`src/rtl/csr_exec_unit_pkg.sv`:
```
// ============================================================================
// Module  : csr_exec_unit_pkg
// Brief   : Shared widths, Zicsr funct3 encodings and sequencer state encoding.
// Rev     : 1.0  initial release
// ============================================================================
`default_nettype none

package csr_exec_unit_pkg;

  localparam int DEF_DATA_WIDTH     = 32;
  localparam int DEF_CSR_ADDR_WIDTH = 12;

  localparam logic [2:0] CSR_OP_RW  = 3'b001;
  localparam logic [2:0] CSR_OP_RS  = 3'b010;
  localparam logic [2:0] CSR_OP_RC  = 3'b011;
  localparam logic [2:0] CSR_OP_RWI = 3'b101;
  localparam logic [2:0] CSR_OP_RSI = 3'b110;
  localparam logic [2:0] CSR_OP_RCI = 3'b111;

  typedef enum logic [1:0] {
    ST_IDLE   = 2'd0,
    ST_READ   = 2'd1,
    ST_COMMIT = 2'd2
  } state_t;

endpackage

`default_nettype wire

```
`src/rtl/csr_alu.sv`:
```
// ============================================================================
// Module  : csr_alu
// Brief   : Combinational new-value, write-enable and illegal decode for Zicsr.
// Rev     : 1.0  initial release
// ============================================================================
`default_nettype none

module csr_alu
  import csr_exec_unit_pkg::*;
#(
  parameter int DATA_WIDTH = DEF_DATA_WIDTH
) (
  input  logic [2:0]            funct3,
  input  logic [DATA_WIDTH-1:0] old_val,
  input  logic [DATA_WIDTH-1:0] op_val,
  input  logic [4:0]            rs1_addr,
  output logic [DATA_WIDTH-1:0] new_val,
  output logic                  write,
  output logic                  illegal
);

  logic w_rs1_nz;
  assign w_rs1_nz = (rs1_addr != 5'd0);

  always_comb begin
    new_val = old_val;
    write   = 1'b0;
    illegal = 1'b0;
    case (funct3)
      CSR_OP_RW, CSR_OP_RWI: begin
        new_val = op_val;
        write   = 1'b1;
      end
      // Set/clear forms with x0 / zimm=0 are pure reads and must not write.
      CSR_OP_RS, CSR_OP_RSI: begin
        new_val = old_val | op_val;
        write   = w_rs1_nz;
      end
      CSR_OP_RC, CSR_OP_RCI: begin
        new_val = old_val & ~op_val;
        write   = w_rs1_nz;
      end
      default: illegal = 1'b1;
    endcase
  end

endmodule

`default_nettype wire

```
`src/rtl/csr_exec_unit.sv`:
```
// ============================================================================
// Module  : csr_exec_unit
// Brief   : IDLE/READ/COMMIT sequencer executing one Zicsr instruction at a
//           time against the machine-mode CSR file. Optional macro
//           CSR_RO_CHECK_EN flags writes to the read-only CSR space as illegal.
// Rev     : 1.0  initial release
// ============================================================================
`default_nettype none

module csr_exec_unit
  import csr_exec_unit_pkg::*;
#(
  parameter int DATA_WIDTH     = DEF_DATA_WIDTH,
  parameter int CSR_ADDR_WIDTH = DEF_CSR_ADDR_WIDTH
) (
  input  logic                      clk_i,
  input  logic                      rst_i,
  input  logic                      valid_i,
  output logic                      ready_o,
  input  logic [2:0]                funct3_i,
  input  logic [CSR_ADDR_WIDTH-1:0] csr_addr_i,
  input  logic [4:0]                rs1_addr_i,
  input  logic [DATA_WIDTH-1:0]     rs1_data_i,
  input  logic [4:0]                rd_addr_i,
  output logic [CSR_ADDR_WIDTH-1:0] csr_raddr_o,
  input  logic [DATA_WIDTH-1:0]     csr_rdata_i,
  output logic                      csr_we_o,
  output logic [CSR_ADDR_WIDTH-1:0] csr_waddr_o,
  output logic [DATA_WIDTH-1:0]     csr_wdata_o,
  output logic                      instret_incr_o,
  output logic                      rd_we_o,
  output logic [4:0]                rd_addr_o,
  output logic [DATA_WIDTH-1:0]     rd_wdata_o,
  output logic                      done_o,
  output logic                      illegal_o
);

  state_t                    r_state, w_next;
  logic [2:0]                r_funct3;
  logic [CSR_ADDR_WIDTH-1:0] r_addr;
  logic [4:0]                r_rs1_addr;
  logic [DATA_WIDTH-1:0]     r_rs1_data;
  logic [4:0]                r_rd_addr;
  logic [DATA_WIDTH-1:0]     r_old, r_new;
  logic                      r_write, r_illegal;

  logic [DATA_WIDTH-1:0]     w_op, w_new;
  logic                      w_alu_write, w_alu_illegal, w_ro_violation, w_illegal;
  logic                      w_commit;

  always_ff @(posedge clk_i) begin
    if (rst_i) r_state <= ST_IDLE;
    else       r_state <= w_next;
  end

  always_comb begin
    w_next = r_state;
    case (r_state)
      ST_IDLE:   if (valid_i) w_next = ST_READ;
      ST_READ:   w_next = ST_COMMIT;
      ST_COMMIT: w_next = ST_IDLE;
      default:   w_next = ST_IDLE;
    endcase
  end

  assign w_op = r_funct3[2] ? {{(DATA_WIDTH-5){1'b0}}, r_rs1_addr} : r_rs1_data;

  csr_alu #(.DATA_WIDTH(DATA_WIDTH)) u_alu (
    .funct3   (r_funct3),
    .old_val  (csr_rdata_i),
    .op_val   (w_op),
    .rs1_addr (r_rs1_addr),
    .new_val  (w_new),
    .write    (w_alu_write),
    .illegal  (w_alu_illegal)
  );

`ifdef CSR_RO_CHECK_EN
  // Only instructions that actually write are rejected; pure reads stay legal.
  assign w_ro_violation = w_alu_write && (r_addr[CSR_ADDR_WIDTH-1 -: 2] == 2'b11);
`else
  assign w_ro_violation = 1'b0;
`endif

  assign w_illegal = w_alu_illegal | w_ro_violation;

  always_ff @(posedge clk_i) begin
    if (rst_i) begin
      r_funct3   <= 3'd0;
      r_addr     <= '0;
      r_rs1_addr <= 5'd0;
      r_rs1_data <= '0;
      r_rd_addr  <= 5'd0;
      r_old      <= '0;
      r_new      <= '0;
      r_write    <= 1'b0;
      r_illegal  <= 1'b0;
    end else begin
      if (r_state == ST_IDLE && valid_i) begin
        r_funct3   <= funct3_i;
        r_addr     <= csr_addr_i;
        r_rs1_addr <= rs1_addr_i;
        r_rs1_data <= rs1_data_i;
        r_rd_addr  <= rd_addr_i;
      end
      if (r_state == ST_READ) begin
        r_old     <= csr_rdata_i;
        r_new     <= w_new;
        r_write   <= w_alu_write & ~w_illegal;
        r_illegal <= w_illegal;
      end
    end
  end

  assign w_commit       = (r_state == ST_COMMIT);
  assign ready_o        = (r_state == ST_IDLE);
  assign csr_raddr_o    = r_addr;
  assign csr_waddr_o    = r_addr;
  assign csr_wdata_o    = r_new;
  assign csr_we_o       = w_commit & r_write;
  assign rd_addr_o      = r_rd_addr;
  assign rd_wdata_o     = r_old;
  assign rd_we_o        = w_commit & ~r_illegal & (r_rd_addr != 5'd0);
  assign instret_incr_o = w_commit & ~r_illegal;
  assign done_o         = w_commit;
  assign illegal_o      = w_commit & r_illegal;

endmodule

`default_nettype wire

```
`config.mk`:
```
export PLATFORM = sky130hd
export DESIGN_NAME = csr_exec_unit
export DESIGN_NICKNAME = d
export VERILOG_FILES = /design/src/rtl/csr_exec_unit_pkg.sv /design/src/rtl/csr_alu.sv /design/src/rtl/csr_exec_unit.sv
export SDC_FILE = /design/constraint.sdc
export NUM_CORES = 1
export LEC_CHECK = 0
export CAP_MARGIN = 30
export CORE_UTILIZATION = 47
export CTS_BUF_LIST = sky130_fd_sc_hd__clkbuf_4 sky130_fd_sc_hd__clkbuf_8
export CTS_CLUSTER_DIAMETER = 30
export CTS_CLUSTER_SIZE = 25
export DETAILED_ROUTE_END_ITERATION = 10
export GPL_TIMING_DRIVEN = 0
export PLACE_DENSITY_LB_ADDON = 0.2
export SYNTH_ARGS = -nofsm -noshare
export SYNTH_HDL_FRONTEND = slang
export SYNTH_HIERARCHICAL = 1
export SYNTH_SLANG_ARGS = --single-unit
```
`constraint.sdc`:
```
create_clock -name clk_i -period 2.01 [get_ports clk_i]
set_input_delay 0.5025 -clock clk_i [delete_from_list [all_inputs] [get_ports clk_i]]
set_output_delay 0.5025 -clock clk_i [all_outputs]
set_load 0.02 [all_outputs]
```
==> results.md, run 1 <==
* TritonCTS buffer count at 17
* Clk_lat worst skew at between 0.4 and 0.5 ns
* CTS clk-pin slew, worst paths at roughly 0.060 ns
* Drt drc at 11
* Met3 wire len at between 1 and 1.5 mm
* Req. time, crit path at 1.51 ns
* Grt ovf at 0
* Seq/Total Area, Yosys at between 40% and 50%
* Crit path from: rd_addr_o[3]$_SDFFE_PP0P_
* Initial antenna violation count at 0
* Vias in the first global route at between 5k and 6k
* # rows at 39
* Clock skew at 0.0108 ns
* Synthesized area per cell at about 7.7 um^2
* Worst-Margin Slew at 0.576 ns
* Lkg Pwr at around 3.2 nW
* Largest area contributor in the netlist: dfxtp_1
* Final wirelength at 16.7 mm
* Cells after Synth at 741
* Final setup margin at -0.101 ns
* CTS tree: yes
* DR iter-0 viols at 370
* Top layer used by detailed routing: met4
* Initial Util at about 49%
* Area contributors post-synth: dfxtp_1 44%, nand2_1 16%, a21oi_1 11%
* Status: finished, violations left
* Yosys warns at 6
* Reg2Reg Depth at 6
* Die footprint at between 10000 and 15000 um^2
* CTS Hold Bufs at 0
* Num ports at around 190
* Metal-1 WL at just over 7 mm
* Synthesis-to-finish area growth at 43.4%
* Layout cell share with drive strength beyond 1 at about 11%
* Crit path to: rd_we_o
* FMAX at about 0.47 GHz
* Post-DP HPWL at 12.1 mm
* CTS max path bufs at 2
* H-tree levels at 4
* Hold Vio Cnt, Final at 0
* RSZ-0062 raised after global routing: yes
* Reg2reg end: csr_wdata_o[4]$_SDFFE_PP0N_
* Core box area at roughly 12000 um^2
* Worst Hold Class: flip-flop to flip-flop
* Finished layout cell area at between 8000 and 9000 um^2
* First-pass GRT wire length at between 20 and 30 mm
* Drt first pass iters at 10
* Count leader, synth: nand2_1
* Asr flop ratio synth at 0%
* Max-slew violation count at 0
* Critical path arrival at between 1.5 and 2 ns
* Post-Place Setup Slack at -0.0830 ns
* Type of origin of the critical path: flip-flop
* Die H at 112 um
* Total power draw at ~0.006 W
* Hold Crit Depth at 2
* Distinct cells, synth at 29
* #FFs+latches synth at 125
* Reg2Reg Setup Slack at 0.17 ns
* # diodes at 0
* Filler instances at 1004
* PortBufs at 189
* Routability congestion estimate at 0.875
* Setup CP Type: flip-flop to primary output
* Wire per inst at around 15 um
* Min Tclk post-route at 2.11 ns
* CP endpoint kind: primary output
* Critical R2R Launch: r_funct3[2]$_SDFFE_PP0P_
* EDFF count, synth at 0
* Final nets at ~1.0k
* Top cell type's share of synthesized area at ~44%
* Failing checks: design-rule violations, negative setup slack
* Largest net degree at the start of global routing at 17
* Post-DR vias/cell at 5.09
* Area of the mapped netlist at 5670 um^2
* Overall Global Routing Usage at 27.2%
* Placed cell area at about 7700 um^2
* CTS Root Cell: clkbuf_8
* Routed vias at 5620
* Commonest cells in the netlist: 245 x nand2_1, 125 x dfxtp_1, 123 x a21oi_1, 33 x inv_1, 32 x xnor2_1
* Final worst path period share at 105%
* Worst hold slack at about 0.45 ns
* Synth Flop Type: dfxtp_1
* Clock sinks at about 130
* PD cells at roughly 750 nW/um^2
* Die X at 112 um
* Syn_nets at 833
* MaxCap Viol Count at 0
* Routed Antenna Nets at 0
* Largest vdd supply drop at 0.436 mV
* Routed wl met2 at about 8 mm
* Slew HR at approximately three fifths
* Final Setup Violations at 1
* Worst-path fanout max at 3
## worst max-delay path: stages, from the launching register on
cell     delay (ns)
dfxtp_2        0.32
or4_1          0.51
o21a_1         0.21
buf_6          0.13
## cell families (layout without fill, tap and decap cells)
logic type	Yosys count	in the layout	share of synthesized area (%)
compound gates	189	189	19.5
simple gates	287	287	20.9
buf+inv	103	324	9.60
flops	125	125	44.1
xor+xnor	32	32	4.94
mux	5	5	0.993
## power breakdown
part	total, W	leakage, nW	internal, W	switching [W]
Clock	0.00219	0.204	0.00124	0.000954
Combinational	0.00124	1.92	0.000594	0.000646
Sequential	0.00269	1.02	0.00262	0.0000779
## worst min-delay path by stage
stage                             endpoint                        start
5_1_grt         rd_wdata_o[9]$_SDFFE_PP0N_   rd_wdata_o[9]$_SDFFE_PP0N_
4_1_cts        r_rs1_data[30]$_SDFFE_PP0P_  r_rs1_data[30]$_SDFFE_PP0P_
6_report              r_write$_SDFFE_PP0N_         r_write$_SDFFE_PP0N_
2_1_floorplan         r_write$_SDFFE_PP0N_         r_write$_SDFFE_PP0N_
3_5_place_dp   r_rs1_data[30]$_SDFFE_PP0P_  r_rs1_data[30]$_SDFFE_PP0P_
3_3_place_gp   r_rs1_data[12]$_SDFFE_PP0P_  r_rs1_data[12]$_SDFFE_PP0P_
## cell type report
cell class                 instances  area, um^2  share of cell area, %
inverter                          33         124                   1.52
buffer                            70         420                   5.17
multi-input combinational        513        2630                   32.3
clock inverter                     7        87.6                   1.08
clock buffer                      23         304                   3.74
sequential                       125        2510                   30.8
timing repair buffer             191        1880                   23.1
tap                              143         179                   2.20
## sequential cells by signal, summed over array words and instances (netlist names)
name / flops
csr_raddr_o: 12
csr_wdata_o: 32
r_funct3: 3
r_illegal: 1
r_rs1_addr: 5
r_rs1_data: 32
r_state: 2
r_write: 1
rd_addr_o: 5
rd_wdata_o: 32
## cell usage in the layout, fill, tap and decap left out, types with 3 or more instances in the layout
cell type	n
dfxtp_1	121
mux2_2	5
nand2_1	245
clkinv_2	4
a21oi_1	123
buf_4	16
a22oi_1	17
o21ai_1	5
nor2b_1	28
dfxtp_2	4
inv_1	33
nor2_1	4
xnor2_1	32
clkbuf_1	26
dlygate4sd2_1	12
buf_6	6
o21ai_0	27
clkbuf_2	3
a22oi_2	15
clkbuf_8	21
buf_2	22
clkdlybuf4s50_1	170
## stage by stage
step | TNS, ns | std cells | util [%]
after global placement | -1.20 | 1073 | 67.0
after CTS | -0.128 | 1103 | 70.2
after global routing | -0.188 | 1105 | 70.3
after floorplan | 0 | 741 | -
after detailed placement | -1.40 | 1073 | 67.0
final | -0.101 | 1105 | 70.3
## what timing repair did
action / in CTS / in global routing
endpoints found under the setup margin: 16 / 5
resized for setup: 24 / 12
pin swaps: 0 / 2
setup buffers: 0 / 2
## layer usage
metal / global-route usage [%] / vias to the layer above
met4: 8.47 / 0
met3: 8.98 / 33
met2: 44.8 / 211
met1: 33.6 / 2577
met5: 0 / -
li1: - / 2799
(Power assumes the default switching activity.)
==> run 2, diff against run 1 <==
Settings changed: CORE_UTILIZATION 47 to 41.
==> run 2 against run 1 <==
Compared with the run above: the run ends with negative setup slack left; register-to-register slack improved by 0.08 ns; non-clock buffer count did not move; final cell count rose by 3.2%; power rose by 6.6%; clock-buffer cell count fell by 2; sequential share of layout area fell by 0.47 points.
==> results.md, run 2 (same netlist as run 1, synthesis figures left out) <==
* CTS Root Cell: clkbuf_8
* Die H at 120 um
* Post-DR vias/cell at around 5
* Core box area at 13300 um^2
* Worst-path fanout max at 3
* GRT met3 Usage at 6.99%
* Worst Hold Class: flip-flop to flip-flop
* RSZ-0062 raised after global routing: yes
* Die X at ~120 um
* Initial antenna violation count at 0
* Num ports at ~190
* MaxCap Viol Count at 0
* Final nets at 1043
* Req. time, crit path at ~1.5 ns
* Clock sinks at about 130
* Largest vdd supply drop at just under 0.4 mV
* CTS Hold Bufs at 0
* PortBufs at between 150 and 200
* Synthesis-to-finish area growth at 45.6%
* Post-Place Setup Slack at -0.164 ns
* Vias in the first global route at about 5.5k
* CP endpoint kind: primary output
* CTS tree: yes
* Initial Util at a little over two fifths
* Largest net degree at the start of global routing at 17
* Die footprint at 14300 um^2
* Drt drc at 0
* Hold Vio Cnt, Final at 0
* Final setup margin at -0.102 ns
* Min Tclk post-route at between 2 and 2.5 ns
* Failing checks: negative setup slack
* Setup CP Type: flip-flop to primary output
* FMAX at 0.473 GHz
* Final worst path period share at 105%
* GR Layer Usage met2 at ~41%
* Layer with the highest usage: met2
* Grt ovf at 0
* Total power draw at approximately 0.0065 W
* Clock skew at between 0.008 and 0.009 ns
* Met1 Usage GRT at a little under a third
* Post-DP HPWL at 12.3 mm
* Clk_lat worst skew at around 0.45 ns
* CTS clk-pin slew, worst paths at ~0.07 ns
* # diodes at 0
* Worst hold slack at 0.451 ns
* Most frequent cells in the layout: 245 x nand2_1, 169 x clkdlybuf4s50_1, 123 x a21oi_1, 121 x dfxtp_1, 33 x inv_1
* Overall Global Routing Usage at ~25%
* H-tree levels at 4
* Layout cell share with drive strength beyond 1 at a little under an eighth
* Worst-Margin Slew at 0.623 ns
* TritonCTS buffer count at 17
* Max-slew violation count at 0
* CTS max path bufs at 2
* Lkg Pwr at around 3.2 nW
* Reg2Reg Setup Slack at 0.25 ns
* Routed vias at 5652
* DR iter-0 viols at 385
* Slew HR at between 50% and 60%
* Final wirelength at 17.2 mm
* Filler instances at between 1k and 1.5k
* Critical path arrival at 1.61 ns
* Commonest non-fill, non-tap cell in the layout: nand2_1
* Drt first pass iters at 5
* First-pass GRT wire length at approximately 27 mm
* PD cells at roughly 800 nW/um^2
* Routability congestion estimate at 0.789
* Final Setup Violations at 1
* Wire per inst at 15.1 um
* # rows at 42
* Status: finished, violations left
* Type of origin of the critical path: flip-flop
* Routed Antenna Nets at 0
[run 2: path summary, 6_finish.rpt]
path                                     from                          end  cells after the start
setup / recovery    rd_addr_o[1]$_SDFFE_PP0P_                      rd_we_o                      3
hold / removal    r_rs1_data[18]$_SDFFE_PP0P_  r_rs1_data[18]$_SDFFE_PP0P_                      2
setup reg to reg     r_funct3[2]$_SDFFE_PP0P_  csr_wdata_o[4]$_SDFFE_PP0N_                      6
hold reg to reg   r_rs1_data[18]$_SDFFE_PP0P_  r_rs1_data[18]$_SDFFE_PP0P_                      2
[run 2: routing by layer]
metal  wire length (um)  share of wire (%)
met5                  0                  0
met4                465                2.7
met3               1160                6.7
met2               8130                 47
met1               7470                 43
[run 2: timing repair]
item / 4_1_cts / 5_1_grt
setup buffers: 0 / 2
resized for setup: 29 / 12
setup endpoints to repair: 18 / 5
pin swaps: 0 / 1
[run 2: critical path, cell delays in order, from the launching register on]
cell	delay, ns
dfxtp_2	0.33
or4_1	0.51
o21a_1	0.19
buf_6	0.13
[run 2: per-stage QoR]
| step | setup TNS (ns) | std cells | utilization, % | cell area, um^2 |
|---|---|---|---|---|
| global route | -0.145 | 1140 | 61.9 | 8260 |
| global placement | -3.27 | 1106 | 58.3 | 7790 |
| CTS | -0.146 | 1138 | 61.8 | 8250 |
| floorplan | 0 | 741 | - | 5670 |
| finish | -0.102 | 1140 | 61.9 | 8260 |
| detailed placement | -3.47 | 1106 | 58.3 | 7790 |
[run 2: cell type report]
| class | instances | area [um^2] | area share [%] |
|---|---|---|---|
| flip-flops and latches | 125 | 2510 | 30.4 |
| clock inverters | 11 | 188 | 2.27 |
| well taps | 176 | 220 | 2.67 |
| multi-input cells | 513 | 2640 | 32.0 |
| plain buffers | 70 | 422 | 5.11 |
| clock buffers | 21 | 283 | 3.42 |
| inverters | 33 | 124 | 1.50 |
| repair buffers | 191 | 1880 | 22.7 |
[run 2: where the power goes]
part	total, W	internal (W)	switching, W
clock network	0.00259	0.00158	0.00101
registers	0.00269	0.00261	0.0000800
logic	0.00124	0.000594	0.000648
